## config.mk

```make
export PLATFORM = sky130hd
export DESIGN_NAME = adda_pll_dyn_cfg
export DESIGN_NICKNAME = d
export VERILOG_FILES = /design/src/rtl/adda_pll_dyn_cfg.sv
export SDC_FILE = /design/constraint.sdc
export NUM_CORES = 1
export LEC_CHECK = 0
export BUFFER_PORTS_ARGS = -buffer_cell sky130_fd_sc_hd__buf_4
export CORE_UTILIZATION = 35
export CTS_CLUSTER_DIAMETER = 80
export DETAILED_ROUTE_END_ITERATION = 10
export GPL_TIMING_DRIVEN = 0
export SLEW_MARGIN = 10
export SYNTH_ARGS = -nofsm -noshare
export SYNTH_HDL_FRONTEND = slang
export SYNTH_SLANG_ARGS = --single-unit
```

## constraint.sdc

```tcl
create_clock -name clk -period 8 [get_ports clk]
set_input_delay 2 -clock clk [delete_from_list [all_inputs] [get_ports clk]]
set_output_delay 2 -clock clk [all_outputs]
set_load 0.01 [all_outputs]
```

## src/rtl/adda_pll_dyn_cfg.sv

```systemverilog
// Run-time divider reconfiguration for the ADDA clock PLL: loads a new ratio set,
// sequences PLL reset and lock acquisition with timeout/retry, and debounces lock.
module adda_pll_dyn_cfg #(
    parameter int INIT_IDIV    = 5,
    parameter int INIT_FDIV    = 91,
    parameter int INIT_ODIV0   = 14,
    parameter int INIT_ODIV1   = 26,
    parameter int INIT_ODIV2   = 7,
    parameter int RST_CYCLES   = 16,
    parameter int LOCK_STABLE  = 64,
    parameter int LOCK_TIMEOUT = 50000,
    parameter int RETRY_MAX    = 3
) (
    input  logic       clk,
    input  logic       rst,
    input  logic       cfg_valid,
    output logic       cfg_ready,
    input  logic [9:0] cfg_idiv,
    input  logic [9:0] cfg_fdiv,
    input  logic [9:0] cfg_odiv0,
    input  logic [9:0] cfg_odiv1,
    input  logic [9:0] cfg_odiv2,
    output logic [9:0] dyn_idiv,
    output logic [9:0] dyn_fdiv,
    output logic [9:0] dyn_odiv0,
    output logic [9:0] dyn_odiv1,
    output logic [9:0] dyn_odiv2,
    output logic [9:0] dyn_duty0,
    output logic [9:0] dyn_duty1,
    output logic [9:0] dyn_duty2,
    output logic       pll_rst,
    input  logic       pll_lock,
    output logic       busy,
    output logic       locked,
    output logic       done,
    output logic       err,
    output logic       lock_lost
);

    localparam int RW = $clog2(RST_CYCLES + 1);
    localparam int TW = $clog2(LOCK_TIMEOUT + 1);
    localparam int SW = $clog2(LOCK_STABLE + 1);
    localparam int YW = $clog2(RETRY_MAX + 1);

    localparam logic [RW-1:0] RST_LAST   = RW'(RST_CYCLES - 1);
    localparam logic [TW-1:0] TO_LAST    = TW'(LOCK_TIMEOUT - 1);
    localparam logic [SW-1:0] ST_LAST    = SW'(LOCK_STABLE - 1);
    localparam logic [YW-1:0] RETRY_LAST = YW'(RETRY_MAX - 1);

    typedef enum logic [1:0] {
        RST_HOLD  = 2'd0,
        WAIT_LOCK = 2'd1,
        STABLE    = 2'd2,
        IDLE      = 2'd3
    } state_t;

    state_t        state, state_nxt;
    logic [RW-1:0] rst_cnt, rst_cnt_nxt;
    logic [TW-1:0] to_cnt, to_cnt_nxt;
    logic [SW-1:0] st_cnt, st_cnt_nxt;
    logic [YW-1:0] retry_cnt, retry_cnt_nxt;
    logic          lock_meta, lock_s;

    logic [9:0] idiv_nxt, fdiv_nxt, odiv0_nxt, odiv1_nxt, odiv2_nxt;
    logic       pll_rst_nxt, busy_nxt, cfg_ready_nxt, locked_nxt;
    logic       done_nxt, err_nxt, lock_lost_nxt;

    logic accept, cfg_bad, timeout;

    assign accept  = cfg_valid && cfg_ready;
    assign cfg_bad = (cfg_idiv == '0) || (cfg_fdiv == '0) || (cfg_odiv0 == '0)
                  || (cfg_odiv1 == '0) || (cfg_odiv2 == '0);
    assign timeout = (to_cnt == TO_LAST);

    // 50 % duty: the PLL duty word equals the output divider.
    assign dyn_duty0 = dyn_odiv0;
    assign dyn_duty1 = dyn_odiv1;
    assign dyn_duty2 = dyn_odiv2;

    always_comb begin
        // NOTE: every signal gets a default before the case so no path leaves it unassigned (no latches).
        state_nxt     = state;
        rst_cnt_nxt   = rst_cnt;
        to_cnt_nxt    = to_cnt;
        st_cnt_nxt    = st_cnt;
        retry_cnt_nxt = retry_cnt;
        idiv_nxt      = dyn_idiv;
        fdiv_nxt      = dyn_fdiv;
        odiv0_nxt     = dyn_odiv0;
        odiv1_nxt     = dyn_odiv1;
        odiv2_nxt     = dyn_odiv2;
        pll_rst_nxt   = pll_rst;
        busy_nxt      = busy;
        locked_nxt    = locked;
        done_nxt      = 1'b0;
        err_nxt       = 1'b0;
        lock_lost_nxt = 1'b0;

        case (state)
            RST_HOLD: begin
                pll_rst_nxt = 1'b1;
                to_cnt_nxt  = '0;
                st_cnt_nxt  = '0;
                if (rst_cnt == RST_LAST) begin
                    rst_cnt_nxt = '0;
                    pll_rst_nxt = 1'b0;
                    state_nxt   = WAIT_LOCK;
                end else begin
                    rst_cnt_nxt = rst_cnt + 1'b1;
                end
            end

            WAIT_LOCK, STABLE: begin
                if (!timeout) begin
                    to_cnt_nxt = to_cnt + 1'b1;
                end
                // A lock that completes on the timeout cycle still counts as success.
                if (state == STABLE && lock_s && st_cnt == ST_LAST) begin
                    state_nxt     = IDLE;
                    locked_nxt    = 1'b1;
                    done_nxt      = 1'b1;
                    busy_nxt      = 1'b0;
                    retry_cnt_nxt = '0;
                end else if (timeout) begin
                    if (retry_cnt == RETRY_LAST) begin
                        state_nxt     = IDLE;
                        locked_nxt    = 1'b0;
                        err_nxt       = 1'b1;
                        busy_nxt      = 1'b0;
                        retry_cnt_nxt = '0;
                    end else begin
                        retry_cnt_nxt = retry_cnt + 1'b1;
                        state_nxt     = RST_HOLD;
                        pll_rst_nxt   = 1'b1;
                        rst_cnt_nxt   = '0;
                    end
                end else if (state == WAIT_LOCK) begin
                    if (lock_s) begin
                        state_nxt  = STABLE;
                        st_cnt_nxt = '0;
                    end
                end else if (lock_s) begin
                    st_cnt_nxt = st_cnt + 1'b1;
                end else begin
                    st_cnt_nxt = '0;
                    state_nxt  = WAIT_LOCK;
                end
            end

            IDLE: begin
                if (locked && !lock_s) begin
                    lock_lost_nxt = 1'b1;
                    locked_nxt    = 1'b0;
                    state_nxt     = RST_HOLD;
                    pll_rst_nxt   = 1'b1;
                    busy_nxt      = 1'b1;
                    rst_cnt_nxt   = '0;
                end
                // A valid request overrides the relock: same sequence, new ratios.
                if (accept) begin
                    if (cfg_bad) begin
                        err_nxt = 1'b1;
                    end else begin
                        idiv_nxt    = cfg_idiv;
                        fdiv_nxt    = cfg_fdiv;
                        odiv0_nxt   = cfg_odiv0;
                        odiv1_nxt   = cfg_odiv1;
                        odiv2_nxt   = cfg_odiv2;
                        locked_nxt  = 1'b0;
                        state_nxt   = RST_HOLD;
                        pll_rst_nxt = 1'b1;
                        busy_nxt    = 1'b1;
                        rst_cnt_nxt = '0;
                    end
                end
            end

            default: begin
                state_nxt   = RST_HOLD;
                pll_rst_nxt = 1'b1;
                busy_nxt    = 1'b1;
                rst_cnt_nxt = '0;
            end
        endcase

        cfg_ready_nxt = ~busy_nxt;
    end

    always_ff @(posedge clk or posedge rst) begin
        if (rst) begin
            state     <= RST_HOLD;
            rst_cnt   <= '0;
            to_cnt    <= '0;
            st_cnt    <= '0;
            retry_cnt <= '0;
            lock_meta <= 1'b0;
            lock_s    <= 1'b0;
            dyn_idiv  <= 10'(INIT_IDIV);
            dyn_fdiv  <= 10'(INIT_FDIV);
            dyn_odiv0 <= 10'(INIT_ODIV0);
            dyn_odiv1 <= 10'(INIT_ODIV1);
            dyn_odiv2 <= 10'(INIT_ODIV2);
            pll_rst   <= 1'b1;
            busy      <= 1'b1;
            cfg_ready <= 1'b0;
            locked    <= 1'b0;
            done      <= 1'b0;
            err       <= 1'b0;
            lock_lost <= 1'b0;
        end else begin
            // NOTE: non-blocking assignments so every flop samples pre-edge values (the synchronizer relies on it).
            lock_meta <= pll_lock;
            lock_s    <= lock_meta;
            state     <= state_nxt;
            rst_cnt   <= rst_cnt_nxt;
            to_cnt    <= to_cnt_nxt;
            st_cnt    <= st_cnt_nxt;
            retry_cnt <= retry_cnt_nxt;
            dyn_idiv  <= idiv_nxt;
            dyn_fdiv  <= fdiv_nxt;
            dyn_odiv0 <= odiv0_nxt;
            dyn_odiv1 <= odiv1_nxt;
            dyn_odiv2 <= odiv2_nxt;
            pll_rst   <= pll_rst_nxt;
            busy      <= busy_nxt;
            cfg_ready <= cfg_ready_nxt;
            locked    <= locked_nxt;
            done      <= done_nxt;
            err       <= err_nxt;
            lock_lost <= lock_lost_nxt;
        end
    end

endmodule

```

==> flow_summary.ini, run 1 <==
[pwr]
ir_worst_vdd_mv = 0.123
p_clk_share_pct = 21.6
power_switching_mw = 0.726
netSwitchingFraction_pct = 32.5
power_density_nw_per_um2 = 365
comb_power_share_pct = 44.1
power_frac_seq_pct = 34.3
p_leak_nw = 2.86
internal_power_mw = 1.51

[yosys]
yosysUniqueCellTypes = 50
syn_inst = 396
synthTopCellsByArea = dfrtp_1 41%, mux2_2 13%, dfstp_2 11%, buf_4 5.2%, nand3_1 3.3%
ys_seq_area_share_pct = 51.3
syn_area_per_cell_sq_um = 11.3
synth_top_area_share_pct = 40.7
synth_edf_count = 0
synth_seq_cells = 91
synth.largest_area_cell = dfrtp_1
netlist_area_sq_um = 4480
synth-main-ff-cell = dfrtp_1
yosysWarnings = 0
syn_nets = 458
async_flop_share_pct = 100

[die]
io-pin-count = 141
die_width_microns = 115
core_area_sq_um = 12300
start_util_pct = 36.6
die_y_microns = 115
dieArea_sq_um = 13300
rows = 40

[setup_path]
cp.arrival_ns = 3.78
crit_chain = buf_4, nor4_1, nand3_1, nand3_1, nor3_1, buf_2, mux2_2
worstSetupEndpointType = flip-flop
cpMostUsedCell = nand3_1
crit_type = in -> reg
crit_required_ns = 8.22
crit_slowest_cell = nor3_1
path_buf_inv = 2
cp_top_family = simple AND/OR/NAND/NOR gates
critPathMaxStageDelay_ns = 0.58
cp-start-kind = input port
crit_fanout = 10

[cts]
cts_tree = built
post_cts_buffers = 0
cts_root_buf = clkbuf_16
clock_path_buffers = 2
clock_latency_ns = 0.34
path_clk_slew_ns = 0.06
post_cts_resized = 0
numCtsBuffers = 9
ctsHoldBuffers = 0
cts.sinks = 91
htreeDepth = 3

[timing]
max_freq_ghz = 0.281
clock_skew_ns = 0.00623
max-slew-margin-rel_pct = 49.4
period_share_pct = 44.6
finalHoldViolations = 0
setup_viol = 0
rsz0062_at_grt = no
tns_ns = 0
period_minus_slack_ns = 3.57
maxSlewViolCount = 0
tightestPinTransition_ns = 0.752

[routing]
drt_iter0_drc = 105
routed-via-count = 3501
drt-total-wl_microns = 10800
ant_nets = 0
first_pass_iters = 4
drt-vias-per-instance = 4.86
avgRoutedWirePerCell_microns = 15.0
drc_errors = 0

[layout]
layout-drive-gt1-share_pct = 49.0
stdcell_count = 721
diodes = 0
stdcell_area_sq_um = 6120
areaGrowthSynthToFinish_pct = 36.4
nets = 610

[hold_path]
hold_path_class = reg -> reg

[place]
post_dp_cell_area_sq_um = 5780
gp_congestion = 0.827
hpwlAfterDp_microns = 8380
io_buffers = 140
place_inst = 705

[run]
drv_cap = 0

[global_routing]
grtUsageTotal_pct = 17.2
grt_max_degree = 59
grt_pass1_vias = 3395
gr-total-overflow = 0
grt_first_pass_wirelength_microns = 17400
antenna_found_initial = 0

[run_status]
status = complete, no violations
-- kinds of logic (layout without fill, tap and decap cells) --
kind of cell | after synthesis | count (layout) | synth area share (%)
and+or+nand+nor | 127 | 127 | 15.6
DFF | 91 | 91 | 51.3
muxes | 56 | 56 | 14.1
AOI/OAI and AO/OA | 55 | 55 | 8.20
buffers and inverters | 51 | 208 | 7.06
adders and majority gates | 8 | 8 | 2.23
xor gates and xnor gates | 8 | 8 | 1.56
-- power groups by stage --
stage | Combinational (mW) | Sequential (mW) | Clock (mW)
finish | 0.984 | 0.765 | 0.482
CTS | 0.998 | 0.767 | 0.494
global route | 1.07 | 0.790 | 0.518
global placement | 0.987 | 0.767 | 0
detailed placement | 0.997 | 0.775 | 0
floorplan | 0.473 | 0.823 | 0
-- per-stage QoR --
| stage | setup slack (ns) | utilization, % | total power [mW] | hold WS [ns] |
|---|---|---|---|---|
| final | 4.43 | 49.9 | 2.23 | 0.349 |
| after global routing | 4.24 | 49.9 | 2.38 | 0.355 |
| after CTS | 4.32 | 49.9 | 2.26 | 0.350 |
| after detailed placement | 3.97 | 47.1 | 1.77 | 0.335 |
| after global placement | 2.55 | 46.9 | 1.75 | 0.335 |
| after floorplan | 3.67 | - | 1.30 | 0.331 |
-- cells in the mapped netlist, types with 2 or more instances --
library cell and n:
and2_1 2, a21oi_1 6, a211oi_1 2, nor3_1 5, nor2_1 19, nand4_1 9, clkbuf_1 5, nand2_1 19
o21a_1 5, nand2b_1 3, or3_1 2, a311oi_1 2, and4bb_2 2, dfrtp_1 73, inv_1 8, xnor2_1 3
ha_1 8, dfstp_2 18, mux2_2 51, nand3_1 30, buf_2 7, buf_4 31, o31ai_1 3, nor4_1 11
mux2i_1 3, o211ai_1 2, and3_1 5, a31oi_1 3, nor2b_1 8, or2_2 2, o21ai_0 22, o21bai_1 2
and4_1 4, xor2_1 5
-- worst paths after layout --
check | from | endpoint | slack (ns) | depth (start not counted)
min in group asynchronous | rst | dyn_idiv[5] | 1.67 | 2
setup reg to reg | state[0] | dyn_fdiv[9] | 5.65 | 6
hold / removal | lock_meta | lock_s | 0.35 | 0
max in group asynchronous | rst | dyn_duty1[3] | 5.64 | 3
setup / recovery | cfg_fdiv[6] | dyn_fdiv[9] | 4.43 | 7
hold reg to reg | lock_meta | lock_s | 0.35 | 0
-- flip-flops by register name (all words and copies together), names as in the netlist, 2 cells and up, named ones only --
signal / count
dyn_duty2: 10
state: 2
dyn_duty1: 10
to_cnt: 16
rst_cnt: 5
retry_cnt: 2
dyn_duty0: 10
dyn_idiv: 10
st_cnt: 7
dyn_fdiv: 10
-- routing by layer --
metal  vias to the layer above  GRT usage (%)  share of wire, %
li1                       1718              -                 -
met1                      1665           21.5                44
met2                       104           28.8                48
met3                        14           4.06               7.8
met4                         0           6.32               1.0
met5                         -              0                 0
-- cell usage in the layout, fill, tap and decap left out, types with 6 or more instances in the layout --
cell type	Yosys	routed
o21ai_0	22	22
nor2_1	19	19
mux2_2	51	51
nand3_1	30	30
nor4_1	11	11
dfstp_2	18	18
clkbuf_16	0	9
a21oi_1	6	6
nand4_1	9	9
buf_2	7	7
inv_1	8	7
nand2_1	19	19
clkbuf_1	5	6
nor2b_1	8	8
ha_1	8	8
dfrtp_1	73	73
buf_4	31	171
-- layout make-up --
cell class                 instances  area [sq um]
inverter                           8          32.5
timing repair buffer             141          1080
multi-input combinational        254          1870
clock buffer                      10           229
buffer                            43           287
fill                            1152          6140
tap                              168           210
sequential                        91          2300
clock inverter                     6           114
Power figures use the tool's default switching activity.
==> run 2: changes to the inputs <==
--- a/config.mk
+++ b/config.mk
@@ -5,6 +5,7 @@
 export SDC_FILE = /design/constraint.sdc
 export NUM_CORES = 1
 export LEC_CHECK = 0
+export ABC_AREA = 1
 export BUFFER_PORTS_ARGS = -buffer_cell sky130_fd_sc_hd__buf_4
 export CORE_UTILIZATION = 35
 export CTS_CLUSTER_DIAMETER = 80
==> constraint.sdc (replaced) <==
create_clock -name clk -period 3.5 [get_ports clk]
set_input_delay 0.875 -clock clk [delete_from_list [all_inputs] [get_ports clk]]
set_output_delay 0.875 -clock clk [all_outputs]
set_load 0.01 [all_outputs]
==> run 2 against run 1 <==
Worst setup slack got worse by 3.1 ns. Core utilization decreased by 1.8 points. Wire length increased by 16%. Largest power group unchanged. First-iteration DRC count increased to 2.9 times the previous value. Final cell count increased by 30%. Sequential cell count unchanged. Combinational power increased to 2.6 times the previous value. Synthesized cell count increased by 53%. Critical path type is now reg -> reg. Largest cell class unchanged. Total power increased by 140%. Critical path depth increased by 1. Clock-buffer cell count increased by 1. Sequential share of layout area decreased by 1.5 points.
==> flow_summary.ini, run 2 <==
[die]
rows = 42
io-pin-count = 141
start_util_pct = 36.0
die_y_microns = 119
core_area_sq_um = 13200
dieArea_sq_um = 14100
die_width_microns = 119

[routing]
ant_nets = 0
wl_met1_microns = 5440
drt-vias-per-instance = 4.65
dr.max_layer_used = met4
drt-total-wl_microns = 12600
drt_iter0_drc = 301
routed-via-count = 4368
first_pass_iters = 5
dr_wl_met3_microns = 697
drc_errors = 0
wl_met2_microns = 6250
avgRoutedWirePerCell_microns = 13.4

[hold_path]
hold_path_class = reg -> reg

[pwr]
power_density_nw_per_um2 = 854
p_leak_nw = 3.29
power_frac_seq_pct = 33.7
power_switching_mw = 2.08
comb_power_share_pct = 47.8
netSwitchingFraction_pct = 38.3
internal_power_mw = 3.36
p_clk_share_pct = 18.4
power_mw = 5.44
ir_worst_vdd_mv = 0.434

[cts]
post_cts_resized = 0
cts_root_buf = clkbuf_16
clock_latency_ns = 0.34
numCtsBuffers = 9
path_clk_slew_ns = 0.07
cts_tree = built
post_cts_buffers = 0
clock_path_buffers = 2
cts.sinks = 91
ctsHoldBuffers = 0
htreeDepth = 3

[place]
io_buffers = 140
pre_cts_slack_ns = 1.18
gp_congestion = 0.806
place_inst = 923
hpwlAfterDp_microns = 9410

[yosys]
synth.largest_area_cell = dfrtp_1
synth_seq_cells = 91
yosys.cell_count.top_type = nand2_1
yosysWarnings = 0
synth_edf_count = 0
synthTopCellsByCount = 221 x nand2_1, 73 x dfrtp_1, 65 x nor2_1
synth_top_area_share_pct = 38.4
netlist_area_sq_um = 4760
syn_inst = 606
ys_seq_area_share_pct = 48.3
syn_nets = 668
syn_area_per_cell_sq_um = 7.86
yosysUniqueCellTypes = 36
synthTopCellsByArea = dfrtp_1 38%, nand2_1 17%, dfstp_2 9.9%, nor2_1 5.1%, buf_4 4.9%
async_flop_share_pct = 100
synth-main-ff-cell = dfrtp_1

[global_routing]
antenna_found_initial = 0
gr-total-overflow = 0
grt_first_pass_wirelength_microns = 20700
grt_pass1_vias = 4253
grtUsageTotal_pct = 18.4
grt_max_degree = 64

[setup_path]
crit_chain = inv_1, ha_1, nor2_1, inv_1, nand2_2, inv_1, nor3_1, nor3_1
cp.arrival_ns = 2.35
cp-start-kind = flip-flop
crit_required_ns = 3.71
cpMostUsedCell = inv_1
critPathMaxStageDelay_ns = 0.42
crit_type = reg -> reg
crit_slowest_cell = dfrtp_1
worstSetupEndpointType = flip-flop
crit_fanout = 5

[layout]
layout_commonest_cell = nand2_1
nets = 820
final_util_pct = 48.1
stdcell_count = 939
areaGrowthSynthToFinish_pct = 33.7
diodes = 0
top_register = to_cnt
layout-drive-gt1-share_pct = 31.8
final_cell_mix = 221 x nand2_1, 171 x buf_4, 73 x dfrtp_1
largest_reg_flops = 16

[timing]
rsz0062_at_grt = no
tightestPinTransition_ns = 0.447
clock_skew_ns = 0.00956
period_share_pct = 61.3
max-slew-margin-rel_pct = 70.2
max_freq_ghz = 0.466
finalHoldViolations = 0
period_minus_slack_ns = 2.15
layout_setup_ws_ns = 1.35
maxSlewViolCount = 0
fin_hold_ws_ns = 0.351
setup_viol = 0

[run_status]
status = complete, no violations

[run]
drv_cap = 0
-- run 2: changes by cell type in the layout (fill, tap and decap cells not counted), sizes merged, moves of 6 or more --
cell   previous run  this run
nand2            19       227
mux2             53         0
nor2             19        70
inv               8        45
a21oi             6        23
nor4             11         0
nor2b             8         0
nor3              5        13
o21ai            22        15
buf             179       185
-- run 2: final cells by class --
| cell class | count | area [sq um] |
|---|---|---|
| clock inverter | 5 | 60.1 |
| inverter | 43 | 164 |
| timing repair buffer | 141 | 1080 |
| buffer | 45 | 308 |
| clock buffer | 11 | 243 |
| multi-input combinational | 427 | 1990 |
| fill | 1317 | 6880 |
| tap | 176 | 220 |
| sequential | 91 | 2300 |
-- run 2: critical path: cells and delay by family, from the launching register on --
kind                       cells  cell delay, ns
DFF                            1            0.42
adders and majority gates      1            0.41
and+or+nand+nor                4            0.77
buffers and inverters          3            0.41
-- run 2: routing by layer --
metal,vias to the layer above,GRT usage [%]
met1,2047,23.2
met3,15,3.72
met5,-,0
met4,0,5.78
met2,135,31.4
li1,2171,-
-- run 2: power groups by stage --
stage / logic, mW / registers (mW) / clock network [mW]
finish: 2.60 / 1.83 / 1.00
global route: 2.86 / 1.89 / 1.07
CTS: 2.62 / 1.84 / 1.03
detailed placement: 2.61 / 1.84 / 0
global placement: 2.56 / 1.84 / 0
floorplan: 1.37 / 1.93 / 0
-- run 2: worst paths after layout --
path / end / slack, ns / cells past startpoint / start
setup / recovery: to_cnt[6] / 1.35 / 8 / state[0]
hold / removal: lock_s / 0.35 / 0 / lock_meta
setup reg to reg: to_cnt[6] / 1.35 / 8 / state[0]
hold reg to reg: lock_s / 0.35 / 0 / lock_meta
max in group asynchronous: dyn_idiv[0] / 2.29 / 3 / rst
min in group asynchronous: to_cnt[11] / 0.53 / 2 / rst
-- run 2: stage by stage --
step / setup TNS [ns] / cell area (sq um)
after CTS: 0 / 6360
after global routing: 0 / 6360
after floorplan: 0 / 4760
after detailed placement: 0 / 6060
final: 0 / 6360
after global placement: -64.56 / 6030
-- run 2: kinds of logic after synthesis --
logic type               after synthesis  synth area share [%]
XOR/XNOR                              12                  2.21
flip-flops                            91                  48.3
adder cells (fa/ha/maj)                8                  2.10
multiplexers                           1                 0.210
buffers and inverters                 88                  9.86
AND/OR/NAND/NOR                      359                  31.9
AO/OA/AOI/OAI                         47                  5.44
